<file path="src/rtl/t_decoder_if.sv">
// Signal bundle between a toggle-event decoder and its consumer.
// The master drives the toggle line and the clear; the slave (decoder) returns the events.
interface t_decoder_if #(
  parameter int CNT_W = 8
);
  logic             q_in;
  logic             cnt_clr;
  logic             level;
  logic             t_out;
  logic             rise;
  logic             fall;
  logic [CNT_W-1:0] toggle_cnt;
  logic             ovf;

  modport master (
    output q_in, cnt_clr,
    input  level, t_out, rise, fall, toggle_cnt, ovf
  );

  modport slave (
    input  q_in, cnt_clr,
    output level, t_out, rise, fall, toggle_cnt, ovf
  );
endinterface

</file>
<file path="src/rtl/t_decoder.sv">
// Toggle-event decoder: synchronizes and filters a toggle-encoded level and emits one-cycle events.
// Define T_DECODER_FILTER_EN to build the FILTER_CYCLES glitch filter; otherwise every change of s fires.
module t_decoder #(
  parameter int FILTER_CYCLES = 4,
  parameter int CNT_W         = 8
) (
  input  logic        clk,
  input  logic        reset,
  t_decoder_if.slave  bus
);

  if (FILTER_CYCLES < 1 || CNT_W < 1) begin : g_param_check
    $error("t_decoder: FILTER_CYCLES and CNT_W must both be >= 1");
  end

  localparam logic [1:0] STABLE_L = 2'd0;
  localparam logic [1:0] STABLE_H = 2'd2;

  logic             s1;
  logic             s;
  logic [1:0]       state;
  logic [1:0]       state_nx;
  logic             fire;
  logic             level;
  logic             t_out;
  logic             rise;
  logic             fall;
  logic [CNT_W-1:0] toggle_cnt;
  logic             ovf;

`ifdef T_DECODER_FILTER_EN
  localparam logic [1:0] CHK_H = 2'd1;
  localparam logic [1:0] CHK_L = 2'd3;
  localparam int STAB_W = $clog2(FILTER_CYCLES + 1);
  // stab counts agreeing samples already taken; the next agreeing one completes the filter.
  localparam logic [STAB_W-1:0] STAB_LAST = STAB_W'(FILTER_CYCLES - 1);

  logic [STAB_W-1:0] stab;
  logic [STAB_W-1:0] stab_nx;

  // NOTE: every output of this block gets a default first, so no path leaves a value held
  // and no latch is inferred.
  always_comb begin
    state_nx = state;
    stab_nx  = stab;
    fire     = 1'b0;
    case (state)
      STABLE_L: begin
        if (s) begin
          if (FILTER_CYCLES == 1) begin
            state_nx = STABLE_H;
            fire     = 1'b1;
          end else begin
            state_nx = CHK_H;
            stab_nx  = STAB_W'(1);
          end
        end
      end
      CHK_H: begin
        if (!s) begin
          state_nx = STABLE_L;
          stab_nx  = '0;
        end else if (stab == STAB_LAST) begin
          state_nx = STABLE_H;
          stab_nx  = '0;
          fire     = 1'b1;
        end else begin
          stab_nx  = stab + STAB_W'(1);
        end
      end
      STABLE_H: begin
        if (!s) begin
          if (FILTER_CYCLES == 1) begin
            state_nx = STABLE_L;
            fire     = 1'b1;
          end else begin
            state_nx = CHK_L;
            stab_nx  = STAB_W'(1);
          end
        end
      end
      CHK_L: begin
        if (s) begin
          state_nx = STABLE_H;
          stab_nx  = '0;
        end else if (stab == STAB_LAST) begin
          state_nx = STABLE_L;
          stab_nx  = '0;
          fire     = 1'b1;
        end else begin
          stab_nx  = stab + STAB_W'(1);
        end
      end
      default: begin
        state_nx = STABLE_L;
        stab_nx  = '0;
      end
    endcase
  end

  always_ff @(posedge clk) begin
    if (reset) begin
      stab <= '0;
    end else begin
      stab <= stab_nx;
    end
  end
`else
  always_comb begin
    state_nx = state;
    fire     = 1'b0;
    case (state)
      STABLE_L: begin
        if (s) begin
          state_nx = STABLE_H;
          fire     = 1'b1;
        end
      end
      STABLE_H: begin
        if (!s) begin
          state_nx = STABLE_L;
          fire     = 1'b1;
        end
      end
      default: state_nx = STABLE_L;
    endcase
  end
`endif

  // NOTE: all state here uses non-blocking assignments so every flop samples the values
  // from before the edge; s1 -> s is a true two-stage synchronizer only because of that.
  always_ff @(posedge clk) begin
    if (reset) begin
      s1         <= 1'b0;
      s          <= 1'b0;
      state      <= STABLE_L;
      level      <= 1'b0;
      t_out      <= 1'b0;
      rise       <= 1'b0;
      fall       <= 1'b0;
      toggle_cnt <= '0;
      ovf        <= 1'b0;
    end else begin
      s1    <= bus.q_in;
      s     <= s1;
      state <= state_nx;
      t_out <= fire;
      rise  <= fire & ~level;
      fall  <= fire & level;
      if (fire) begin
        level <= ~level;
      end
      // A clear coinciding with an event keeps that event in the count.
      if (bus.cnt_clr) begin
        toggle_cnt <= fire ? CNT_W'(1) : '0;
        ovf        <= 1'b0;
      end else if (fire) begin
        toggle_cnt <= toggle_cnt + CNT_W'(1);
        if (&toggle_cnt) begin
          ovf <= 1'b1;
        end
      end
    end
  end

  assign bus.level      = level;
  assign bus.t_out      = t_out;
  assign bus.rise       = rise;
  assign bus.fall       = fall;
  assign bus.toggle_cnt = toggle_cnt;
  assign bus.ovf        = ovf;

endmodule

</file>
<file path="src/flat_wrapper.sv">
// flat-port wrapper written by rule: the top's interface ports become plain ports
module t_decoder_flat 
#(
  parameter int FILTER_CYCLES = 4,
  parameter int CNT_W         = 8
)
  (clk, reset, bus_q_in, bus_cnt_clr, bus_level, bus_t_out, bus_rise, bus_fall, bus_toggle_cnt, bus_ovf);
  t_decoder_if #(.CNT_W(CNT_W)) bus_i ();
  input  logic clk;
  input  logic reset;
  input wire logic [$bits(bus_i.q_in)-1:0] bus_q_in;
  input wire logic [$bits(bus_i.cnt_clr)-1:0] bus_cnt_clr;
  output wire logic [$bits(bus_i.level)-1:0] bus_level;
  output wire logic [$bits(bus_i.t_out)-1:0] bus_t_out;
  output wire logic [$bits(bus_i.rise)-1:0] bus_rise;
  output wire logic [$bits(bus_i.fall)-1:0] bus_fall;
  output wire logic [$bits(bus_i.toggle_cnt)-1:0] bus_toggle_cnt;
  output wire logic [$bits(bus_i.ovf)-1:0] bus_ovf;
  assign bus_i.q_in = bus_q_in;
  assign bus_i.cnt_clr = bus_cnt_clr;
  assign bus_level = bus_i.level;
  assign bus_t_out = bus_i.t_out;
  assign bus_rise = bus_i.rise;
  assign bus_fall = bus_i.fall;
  assign bus_toggle_cnt = bus_i.toggle_cnt;
  assign bus_ovf = bus_i.ovf;
  t_decoder #(.FILTER_CYCLES(FILTER_CYCLES), .CNT_W(CNT_W)) u_core (.clk(clk), .reset(reset), .bus(bus_i));
endmodule
</file>
<file path="config.mk">
export PLATFORM = sky130hd
export DESIGN_NAME = t_decoder_flat
export DESIGN_NICKNAME = d
export VERILOG_FILES = /design/src/rtl/t_decoder_if.sv /design/src/rtl/t_decoder.sv /design/src/flat_wrapper.sv
export SDC_FILE = /design/constraint.sdc
export NUM_CORES = 1
export LEC_CHECK = 0
export ABC_AREA = 0
export CORE_UTILIZATION = 45
export DETAILED_ROUTE_END_ITERATION = 12
export DONT_BUFFER_PORTS = 1
export GPL_TIMING_DRIVEN = 0
export SYNTH_ARGS = -nofsm -noshare
export SYNTH_HDL_FRONTEND = slang
export SYNTH_SLANG_ARGS = --single-unit
export TNS_END_PERCENT = 20
</file>
<file path="constraint.sdc">
create_clock -name clk -period 2.9 [get_ports clk]
set_input_delay 0.58 -clock clk [delete_from_list [all_inputs] [get_ports clk]]
set_output_delay 0.58 -clock clk [all_outputs]
set_load 0.005 [all_outputs]
</file>
== Yosys cells after proc, flatten, opt, wreduce, memory -nomap -nowiden ==
Cells that the tools add are included.

* Add/subtract/negate cells: 1
* Eq/ne operators: 3
* Multiplexer cells: 9
* Bitwise logic cells: 3
* Reduce and logical (&&, ||, !) cells: 5

{| class="wikitable"
|+ Operator list
! operator !! number
|-
| 8-bit two-way mux || 2
|-
| 9-bit AND reduction || 1
|-
| 8-bit by 1-bit adder with 8-bit output, second input constant || 1
|-
| 2-bit two-way mux || 2
|-
| 2-bit one-hot mux with 2 select lines || 1
|-
| 1-bit two-way mux || 3
|-
| 1-bit AND || 2
|-
| 2-bit equality test, second input constant || 1
|-
| 2-bit zero test || 1
|-
| 2-bit by 1-bit inequality test with 1-bit output, second input constant || 1
|-
| 2-bit inequality test, second input constant || 1
|-
| 1-bit one-hot mux with 2 select lines || 1
|-
| 2-bit AND reduction || 1
|-
| 2-bit nonzero test || 1
|-
| 2-bit OR reduction || 1
|-
| 1-bit inverter || 1
|}

* Register bits after elaboration: 17

== Logic depth before layout (Yosys ltp) ==
* Word-level depth: 4
* Depth in mapped cells: 5
* Gate-level depth less buffers: 4

== Least setup slack after synthesis ==
OpenSTA, ideal clock, no wires.

* Path kind: input to register
* Start point: input port reset
* End point: register u_core.toggle_cnt[7], in the netlist u_core.bus.toggle_cnt[7]
* Arrival: 1.313 ns
* Required time: 2.779 ns
* Slack: 1.466 ns
* Stages: 5
* Path buffers: 2
* Cells stage by stage: clkbuf_2 > or2_2 > clkbuf_1 > nor2_1 > mux2_2

{| class="wikitable"
|+ RTL lines
! what !! line !! RTL
|-
| from (decl) || flat_wrapper.sv:10 || <nowiki>input logic reset;</nowiki>
|-
| to (signal assigned) || t_decoder.sv:155 || <nowiki>toggle_cnt <= fire ? CNT_W'(1) : '0;</nowiki>
|-
| to (signal assigned) || t_decoder.sv:158 || <nowiki>toggle_cnt <= toggle_cnt + CNT_W'(1);</nowiki>
|-
| to (decl) || t_decoder.sv:28 || <nowiki>logic [CNT_W-1:0] toggle_cnt;</nowiki>
|}

== Worst setup path after layout ==
* Start point: register u_core.toggle_cnt[0], in the netlist u_core.bus.toggle_cnt[0]
* End point: register u_core.toggle_cnt[7], in the netlist u_core.bus.toggle_cnt[7]

* Longest elaborated chain between the ends: 3

{| class="wikitable"
|+ RTL lines
! what !! line !! RTL
|-
| 8-bit by 1-bit adder with 8-bit output || t_decoder.sv:158 ||
|-
| 8-bit two-way mux || t_decoder.sv:157 || <nowiki>end else if (fire) begin</nowiki>
|-
| 8-bit two-way mux || t_decoder.sv:154 || <nowiki>if (bus.cnt_clr) begin</nowiki>
|}

Every way passes these cells. The select of a mux whose other input is x is not followed.
A chain may end at the register's enable or synchronous reset.

==> impl_metrics.py <==
metrics = {
    "layout": {
        "final_common_cell": "dfxtp_1",
        "final_util_pct": 56.1,
        "antenna_cells": 0,
        "nets": 75,
        "layout_common_cells": "dfxtp_1, a21oi_1, nor2_1, nor2b_1",
        "drive_gt1_share_pct": 11.6,
        "areaGrowthSynthToFinish_pct": 8.79,
    },
    "yosys": {
        "ys_top_cells_by_area": "dfxtp_1, xnor2_1, a21oi_1",
        "ys_ff_latch": 16,
        "syn-num-nets": 70,
        "synth.cell_area_um2": 612,
        "synth_warnings": 0,
        "synth_seq_area_share_pct": 52.4,
        "syn_inst": 65,
        "synth_area_leader_cell": "dfxtp_1",
        "syn_avg_cell_area_um2": 9.41,
        "yosysTopAreaCellShare_pct": 52.4,
        "synth_cell_types": 24,
    },
    "detailed_routing": {
        "firstDrtPassIters": 4,
        "wl_per_cell_um": 12.1,
        "drc_errors": 0,
        "vias": 449,
        "antenna_left": 0,
        "drt-initial-drc-count": 3,
        "wl_um": 1000,
        "viasPerCell": 5.41,
    },
    "global_route": {
        "grt_usage_pct": 17.1,
        "grt_max_degree": 11,
        "antenna_found_initial": 0,
        "grt_pass1_wl_um": 1660,
        "grt.overflow.total": 0,
        "grt_pass1_vias": 401,
    },
    "floorplan": {
        "row_count": 12,
        "die_h_um": 38.9,
        "core_area_um2": 1190,
        "die_w_um": 38.9,
        "start_util_pct": 51.6,
        "dieArea_um2": 1510,
        "num_io_pins": 17,
    },
    "clock_tree": {
        "insertion_delay_ns": 0.28,
        "cts_max_path_buffers": 2,
        "cts_hold_buf": 0,
        "cts_buffers": 3,
        "post_cts_resized": 0,
        "cts_root_buffer": "clkbuf_4",
        "cts.sinks": 16,
        "post_cts_buffers": 0,
        "clk_pin_slew_ns": 0.09,
        "cts_tree": "built",
        "h-tree-depth": 1,
    },
    "status": {
        "status": "complete, no violations",
    },
    "place": {
        "gp_congestion": 0.637,
        "portBuffers": 0,
        "dp_hpwl_um": 718,
    },
    "critical_path": {
        "cp_slowest_cell": "dfxtp_1",
        "start_kind": "register",
        "cp.required_ns": 3.08,
        "slowest_delay_ns": 0.44,
        "cp.arrival_ns": 1.60,
        "path_class": "register to register",
        "crit_fanout": 5,
        "end_kind": "register",
        "path_cells": "nand4_1 > nor3_1 > mux2_2",
    },
    "power": {
        "ir_drop_mv": 0.319,
        "power.density_nw_per_um2": 591,
        "leakage_nw": 0.234,
        "power_mw": 0.393,
    },
    "timing": {
        "finalHoldViolCount": 0,
        "fmax_mhz": 708,
        "fin_setup_tns_ns": 0,
        "finalSetupViolCount": 0,
        "slew_viol_final": 0,
        "grt_setup_unrepaired": "false",
        "min_period_ns": 1.41,
        "relSlewSlack_pct": 74.6,
        "worstMarginPinSlew_ns": 0.378,
        "finalCritPeriodShare_pct": 48.7,
        "clock_skew_ns": 0.00201,
    },
    "flow_run": {
        "drv_cap": 0,
    },
    "hold_path": {
        "hold_class": "input port to register",
    },
}
power breakdown:
part	internal, mW	switching [mW]
Clock	0.0764	0.0692
Sequential	0.225	0.00482
Combinational	0.00753	0.0103
Total	0.309	0.0844
worst max-delay path: cells and delay by family (launching register included):
family        cells  cell delay [ns]
mux               1             0.37
simple gates      2             0.50
flops             1             0.44
per-layer routing:
layer	track usage [%]	part of all wire, %	vias to the layer above
li1	-	-	232
met1	21.7	49	200
met2	22.5	43	15
met3	6.94	6.7	2
met4	12.9	1.1	0
met5	0	0	-
flip-flops by register name (all words and copies together), names as in the netlist:
signal and count:
u_core.bus.level 1, u_core.bus.fall 1, u_core.bus.toggle_cnt 8, u_core.bus.rise 1
u_core.bus.t_out 1, u_core.s1 1, u_core.bus.ovf 1, u_core.s 1
u_core.state 1
cell type report:
cell class	count	area, um2
multi-input combinational	44	270
clock buffer	4	36.3
buffer	3	13.8
inverter	2	7.51
sequential	16	320
fill	108	520
tap	14	17.5
path summary, 6_finish.rpt:
check	startpoint	end	slack [ns]	depth (start not counted)
setup / recovery	u_core.bus.toggle_cnt[0]	u_core.bus.toggle_cnt[7]	1.49	3
hold / removal	bus_q_in	u_core.s1	0.42	1
setup reg to reg	u_core.bus.toggle_cnt[0]	u_core.bus.toggle_cnt[7]	1.49	3
hold reg to reg	u_core.s1	u_core.s	0.45	1
logic make-up (layout without fill, tap and decap cells):
family          after synthesis  in the layout  share of synthesized area [%]
fa+ha+maj                     1              1                           2.04
buf+inv                       5              9                           3.47
simple gates                 26             26                           22.5
flops                        16             16                           52.4
compound gates               12             12                           12.1
mux                           1              1                           1.84
xor+xnor                      4              4                           5.73
per-stage QoR:
stage	area [um2]	cells	hold slack, ns	setup WS, ns
floorplan	612	65	0.414	1.47
global placement	629	79	0.417	1.33
detailed placement	629	79	0.428	1.31
CTS	666	83	0.417	1.48
global route	666	83	0.410	1.38
finish	666	83	0.422	1.49
synthesized netlist by cell type:
library cell,instances
a21oi_1,5
a22o_1,1
and2_1,2
buf_2,1
clkbuf_1,1
clkbuf_2,1
dfxtp_1,16
ha_1,1
inv_1,2
mux2_2,1
nand2_1,3
nand3_1,3
nand4_1,1
nor2_1,5
nor2b_1,4
nor3_1,3
o21a_1,2
o21ai_0,2
o31ai_1,2
or2_2,1
or3_1,2
or4_1,2
xnor2_1,3
xor2_1,1
Note: power is estimated with default switching activity, not from simulation.
